File: src/rtl/display_pkg.sv
// display_pkg: shared 7-segment constants and the active-low hex glyph lookup.
package display_pkg;
  localparam int DIGITS = 8;
  localparam logic [6:0] SEG_OFF = 7'h7F;
  localparam logic [3:0] BLANK_NIBBLE = 4'hF;

  // Patterns are {g,f,e,d,c,b,a}, active low; 4'hF is reserved as blank
  function automatic logic [6:0] hex_to_seg(input logic [3:0] nib);
    case (nib)
      4'h0: hex_to_seg = 7'h40;
      4'h1: hex_to_seg = 7'h79;
      4'h2: hex_to_seg = 7'h24;
      4'h3: hex_to_seg = 7'h30;
      4'h4: hex_to_seg = 7'h19;
      4'h5: hex_to_seg = 7'h12;
      4'h6: hex_to_seg = 7'h02;
      4'h7: hex_to_seg = 7'h78;
      4'h8: hex_to_seg = 7'h00;
      4'h9: hex_to_seg = 7'h10;
      4'hA: hex_to_seg = 7'h08;
      4'hB: hex_to_seg = 7'h03;
      4'hC: hex_to_seg = 7'h46;
      4'hD: hex_to_seg = 7'h21;
      4'hE: hex_to_seg = 7'h06;
      default: hex_to_seg = SEG_OFF;
    endcase
  endfunction
endpackage

File: src/rtl/button_debouncer.sv
// button_debouncer: synchronises a raw button and accepts a new level only after
// it has held steady for DEBOUNCE_CYC cycles; btn_rise pulses on an accepted press.
module button_debouncer #(
  parameter int SYNC_STAGES = 2,
  parameter int DEBOUNCE_CYC = 1000000
) (
  input  logic clk,
  input  logic rst_n,
  input  logic btn_raw,
  output logic btn_level,
  output logic btn_rise
);
  localparam int CW = DEBOUNCE_CYC > 1 ? $clog2(DEBOUNCE_CYC) : 1;
  logic [SYNC_STAGES-1:0] r_sync;
  logic [CW-1:0] r_cnt;
  logic r_level, r_rise;
  logic w_synced, w_diff, w_done;
  assign w_synced = r_sync[SYNC_STAGES-1];
  assign w_diff = w_synced != r_level;
  assign w_done = w_diff && r_cnt == CW'(DEBOUNCE_CYC - 1);
  assign btn_level = r_level;
  assign btn_rise = r_rise;
  // Any cycle where synced matches the accepted level restarts the count
  always_ff @(posedge clk or negedge rst_n) begin
    if (!rst_n) begin
      r_sync <= '0;
      r_cnt <= '0;
      r_level <= 1'b0;
      r_rise <= 1'b0;
    end else begin
      r_sync <= (r_sync << 1) | SYNC_STAGES'(btn_raw);
      r_cnt <= (w_diff && !w_done) ? r_cnt + CW'(1) : '0;
      r_level <= w_done ? w_synced : r_level;
      r_rise <= w_done && w_synced;
    end
  end
endmodule

File: src/rtl/multi_channel_display_scanner.sv
// multi_channel_display_scanner: 8-digit scanner showing channels mode/mode+1 with guard time.
// Define LZ_BLANK_EN to blank leading zeros within each 4-digit half.
module multi_channel_display_scanner
  import display_pkg::*;
#(
  parameter int NUM_CH = 3,
  parameter int REFRESH_DIV = 100000,
  parameter int GUARD_CYC = 2,
  parameter int DEBOUNCE_CYC = 1000000,
  localparam int MODE_W = NUM_CH > 1 ? $clog2(NUM_CH) : 1
) (
  input  logic                   clk,
  input  logic                   rst_n,
  input  logic                   btn_mode,
  input  logic [16*NUM_CH-1:0]   chan_data,
  output logic [6:0]             segments,
  output logic [DIGITS-1:0]      anodes,
  output logic [MODE_W-1:0]      mode
);
  localparam int PW = REFRESH_DIV > 1 ? $clog2(REFRESH_DIV) : 1;
  logic [PW-1:0] r_presc;
  logic [2:0] r_digit;
  logic [3:0] r_nib;
  logic [6:0] r_seg;
  logic [DIGITS-1:0] r_an;
  logic [MODE_W-1:0] r_mode;
  logic w_btn_level, w_btn_rise, w_step, w_wrap, w_guard, w_left_off, w_lz;
  int w_sel, w_ci;
  logic [15:0] w_word;
  logic [3:0] w_raw, w_nib, w_cur;

  button_debouncer #(.SYNC_STAGES(2), .DEBOUNCE_CYC(DEBOUNCE_CYC)) u_btn (
    .clk(clk),
    .rst_n(rst_n),
    .btn_raw(btn_mode),
    .btn_level(w_btn_level),
    .btn_rise(w_btn_rise)
  );

  assign w_step = w_btn_rise && w_btn_level;
  assign w_wrap = r_presc == PW'(REFRESH_DIV - 1);
  assign w_guard = int'(r_presc) < GUARD_CYC;
  assign w_sel = int'(r_mode) + int'(r_digit[2]);
  assign w_left_off = w_sel >= NUM_CH;
  assign w_ci = w_left_off ? 0 : w_sel;
  assign w_word = chan_data[16*w_ci +: 16];
  assign w_raw = w_word[{r_digit[1:0], 2'b00} +: 4];
`ifdef LZ_BLANK_EN
  // Leading zero: this nibble and every one above it in the half is zero; nibble 0 always shows
  assign w_lz = r_digit[1:0] != 2'd0 && (w_word >> {r_digit[1:0], 2'b00}) == 16'h0;
`else
  assign w_lz = 1'b0;
`endif
  assign w_nib = (w_left_off || w_lz) ? BLANK_NIBBLE : w_raw;
  assign w_cur = r_presc == '0 ? w_nib : r_nib;

  assign segments = r_seg;
  assign anodes = r_an;
  assign mode = r_mode;

  // The nibble is frozen at slot start so mid-slot data or mode changes cannot tear the digit
  always_ff @(posedge clk or negedge rst_n) begin
    if (!rst_n) begin
      r_presc <= '0;
      r_digit <= 3'd0;
      r_nib <= BLANK_NIBBLE;
      r_seg <= SEG_OFF;
      r_an <= '1;
      r_mode <= '0;
    end else begin
      r_presc <= w_wrap ? '0 : r_presc + PW'(1);
      r_digit <= w_wrap ? r_digit + 3'd1 : r_digit;
      r_nib <= r_presc == '0 ? w_nib : r_nib;
      r_an <= w_guard ? '1 : ~(DIGITS'(1) << r_digit);
      r_seg <= w_guard ? SEG_OFF : hex_to_seg(w_cur);
      r_mode <= !w_step ? r_mode : r_mode == MODE_W'(NUM_CH - 1) ? '0 : r_mode + MODE_W'(1);
    end
  end
endmodule

File: config.mk
export PLATFORM = sky130hd
export DESIGN_NAME = multi_channel_display_scanner
export DESIGN_NICKNAME = d
export VERILOG_FILES = /design/src/rtl/display_pkg.sv /design/src/rtl/button_debouncer.sv /design/src/rtl/multi_channel_display_scanner.sv
export SDC_FILE = /design/constraint.sdc
export NUM_CORES = 1
export LEC_CHECK = 0
export BUFFER_PORTS_ARGS = -buffer_cell sky130_fd_sc_hd__buf_4
export CAP_MARGIN = 40
export CORE_UTILIZATION = 35
export DETAILED_ROUTE_END_ITERATION = 10
export GPL_TIMING_DRIVEN = 1
export PLACE_DENSITY = 0.51
export SYNTH_ARGS = -nofsm -noshare
export SYNTH_HDL_FRONTEND = slang
export SYNTH_HIERARCHICAL = 1
export SYNTH_SLANG_ARGS = --single-unit
File: constraint.sdc
create_clock -name clk -period 4.38 [get_ports clk]
set_input_delay 0 -clock clk [delete_from_list [all_inputs] [get_ports clk]]
set_output_delay 0 -clock clk [all_outputs]
set_load 0.01 [all_outputs]
==> impl_metrics.toml <==
[worst_setup_path]
endpoint_kind = "flop"
cp_max_fo = 12
startpoint_type = "flop"
cp_cell_sequence = "ha_1 > ha_1 > nor2b_2 > nand2_2 > mux4_2 > o2111ai_1 > a21oi_1 > inv_1 > ha_1 > mux2_4 > o21ai_1"
arrival_ps = 3920
crit_type = "reg -> reg"
required_ps = 4660
cpMostUsedCell = "ha_1"
cp_num_buf_inv = 1
cp_slowest_cell = "a21oi_1"
slowest_delay_ps = 520
cp_top_family = "adder cells"
ff2ff_setup_slack_ps = 740

[outcome]
status = "complete, no violations"

[place]
place.port_buffers = 67
gp_congestion = 0.841
preCtsSetupSlack_ps = 718
hpwl_um = 5980
dpl_cell_area_um2 = 4310

[clock_tree]
htree_levels = 3
cts_buffers = 9
cts_setup_buffers = 0
root_buffer = "clkbuf_8"
cts_tree = "yes"
clkLatencyLatePin_ps = 360
cts_sinks = 65
cts.clk_slew.worst_paths_ps = 70
cts_max_path_buffers = 2

[yosys]
mappedNetlistArea_um2 = 3680
ys_seq_area_share_pct = 44.8
synth.most_common_cell = "dfrtp_1"
yosys_warnings = 6
yosys.area_share.simple_pct = 22.0
synthTopCellsByArea = "dfrtp_1 (31%), dfstp_2 (14%), ha_1 (6.1%)"
synth-xor-area-share_pct = 7.13
synth_top_family_by_area = "simple AND/OR/NAND/NOR gates"
synth.area.mux_share_pct = 6.35
synth_top_area_share_pct = 31.2
synth_edf_count = 0
synth.avg_cell_area_um2 = 10.1
synth-compound-area-share_pct = 9.75
synth_area_leader_cell = "dfrtp_1"
synth_fa_ha_area_share_pct = 6.11
ys_types = 59
ys.flop_type = "dfrtp_1"
synth_common_cells = "dfrtp_1 (46), nor2_1 (39), nand2_1 (27), xnor2_1 (23), dfstp_2 (19)"
ys_ff_latch = 65
syn_inst = 364
syn_nets = 433
async_reset_ff_share_pct = 100

[sta]
rsz0062_at_grt = "false"
fin_crit_sh_pct = 83.0
skew_ps = 12.3
tightest_slew_ps = 848
max_freq_mhz = 275
maxSlewViolCount = 0
finalHoldViolCount = 0
setup_ws_ps = 745
setup_tns_ps = 0
fin_crit_ps = 3640
setup_viol = 0
slew_headroom_pct = 43.2

[floorplan]
io_pins = 68
die_y_um = 105
die_area_um2 = 10900
die_x_um = 105
core_um2 = 10300
core.rowCount = 37
start_util_pct = 35.9

[finish]
finalInstanceArea_um2 = 4590
utilization_pct = 44.6
nets = 504
num_antenna_cells = 0
drive_above_1_share_pct = 27.5
synthToLayoutAreaGrowth_pct = 24.5

[pwr]
power_density_nw_per_um2 = 299
total_leakage_power_uw = 0.00200
power.net_switching_uw = 304
vdd_ir_drop_max_v = 0.000145
switching_share_pct = 22.1
power_frac_seq_pct = 45.3
power_frac_comb_pct = 7.6
power.internal_uw = 1070
power.clock.fraction_pct = 47.1

[flow_run]
cap_viol_max_count = 0

[hold_path]
hold_class = "in -> reg"

[detailed_routing]
dr.pass1.iters = 4
drt-vias-per-instance = 5.06
via_count = 2915
wire_per_inst_um = 14.6
ant_nets = 0
drtIter0Drc = 190
drc = 0
routed_wl_um = 8430

[grt]
grt_start_max_net_pins = 66
grt_pass1_vias = 2837
grt_overflow = 0
antenna_found_initial = 0
grt_use_met2_pct = 24.7
grt_util_met1_pct = 23.6
grt.met3_usage_pct = 5.74
grt_first_pass_wirelength_um = 14500
grt_busiest_layer = "met2"
grt_usage_pct = 17.0
cells in the final DEF (no fill, tap or decap), drive strengths merged, types with 3 or more instances in the layout:
master / synthesis / layout
xor2: 7 / 7
bufinv: 0 / 3
ha: 18 / 18
mux2i: 14 / 14
inv: 17 / 17
nand2b: 6 / 6
mux4: 3 / 3
dfrtp: 46 / 46
clkbuf: 2 / 10
dfstp: 19 / 19
nor3: 11 / 11
a21oi: 3 / 3
a211oi: 5 / 5
nand4: 13 / 13
nor2: 40 / 40
nor4: 10 / 10
a221oi: 3 / 3
clkinv: 1 / 3
nor2b: 4 / 4
and3: 11 / 11
nand3: 17 / 17
nand2: 29 / 29
buf: 8 / 68
or3: 3 / 3
and2: 3 / 3
a31oi: 3 / 3
xnor2: 23 / 23
o21ai: 17 / 17
path summary, 6_finish.rpt:
kind / startpoint / end / depth (start not counted)
worst max-delay path: r_digit[2] / segments[1] / 11
worst min-delay path: chan_data[4] / r_nib[0] / 5
worst max register to register: r_digit[2] / segments[1] / 11
worst min register to register: u_btn/r_sync[0] / u_btn/r_sync[1] / 0
max in group asynchronous: rst_n / r_presc[16] / 2
min in group asynchronous: rst_n / u_btn/r_cnt[15] / 2
flip-flops by register name, summed over array words and instances, names as in the netlist:
register and cells:
r_digit 3, u_btn/btn_level 1, anodes 8, u_btn/r_sync 2, u_btn/r_cnt 20, r_nib 4
mode 2, r_presc 17, u_btn/btn_rise 1, segments 7
final cells by class:
| class | count | area (um^2) |
|---|---|---|
| Tap cell | 136 | 170 |
| Multi-Input combinational cell | 271 | 1900 |
| Sequential cell | 65 | 1650 |
| Clock inverter | 6 | 115 |
| Timing Repair Buffer | 70 | 551 |
| Fill cell | 1040 | 5690 |
| Clock buffer | 10 | 138 |
| Inverter | 18 | 67.6 |
metrics by stage:
step / total power [uW] / instances / hold slack [ps]
5_1_grt: 1440 / 576 / 277
4_1_cts: 1400 / 576 / 254
3_5_place_dp: 737 / 558 / 111
3_3_place_gp: 737 / 557 / 110
6_report: 1370 / 576 / 266
2_1_floorplan: 675 / 364 / -296
power groups by stage:
| stage | combinational [uW] | sequential [uW] | clock [uW] |
|---|---|---|---|
| floorplan | 39.8 | 635 | 0 |
| global placement | 104 | 632 | 0 |
| detailed placement | 104 | 633 | 0 |
| CTS | 106 | 622 | 667 |
| global route | 117 | 623 | 700 |
| finish | 104 | 622 | 647 |
layer usage:
| layer | part of all wire [%] | up-vias |
|---|---|---|
| li1 | - | 1441 |
| met1 | 48 | 1377 |
| met2 | 44 | 87 |
| met3 | 6.6 | 10 |
| met4 | 1.4 | 0 |
| met5 | 0 | - |
kinds of logic after synthesis:
logic type      count (synthesis)
simple gates                  155
flops                          65
compound gates                 49
xor+xnor                       30
buf+inv                        28
mux                            19
fa+ha+maj                      18
timing repair:
| item | in CTS | in global routing |
|---|---|---|
| endpoints found under the hold margin | 47 | 0 |
| hold buffers | 2 | 0 |
| resized for setup | 0 | 0 |
worst reg2reg max path, cell delays in order (launching register included):
cell,delay (ps)
dfrtp_1,460
ha_1,240
ha_1,350
nor2b_2,400
nand2_2,210
mux4_2,280
o2111ai_1,110
a21oi_1,520
inv_1,240
ha_1,380
mux2_4,270
o21ai_1,110
No activity file was read; power rests on OpenSTA's default activity.
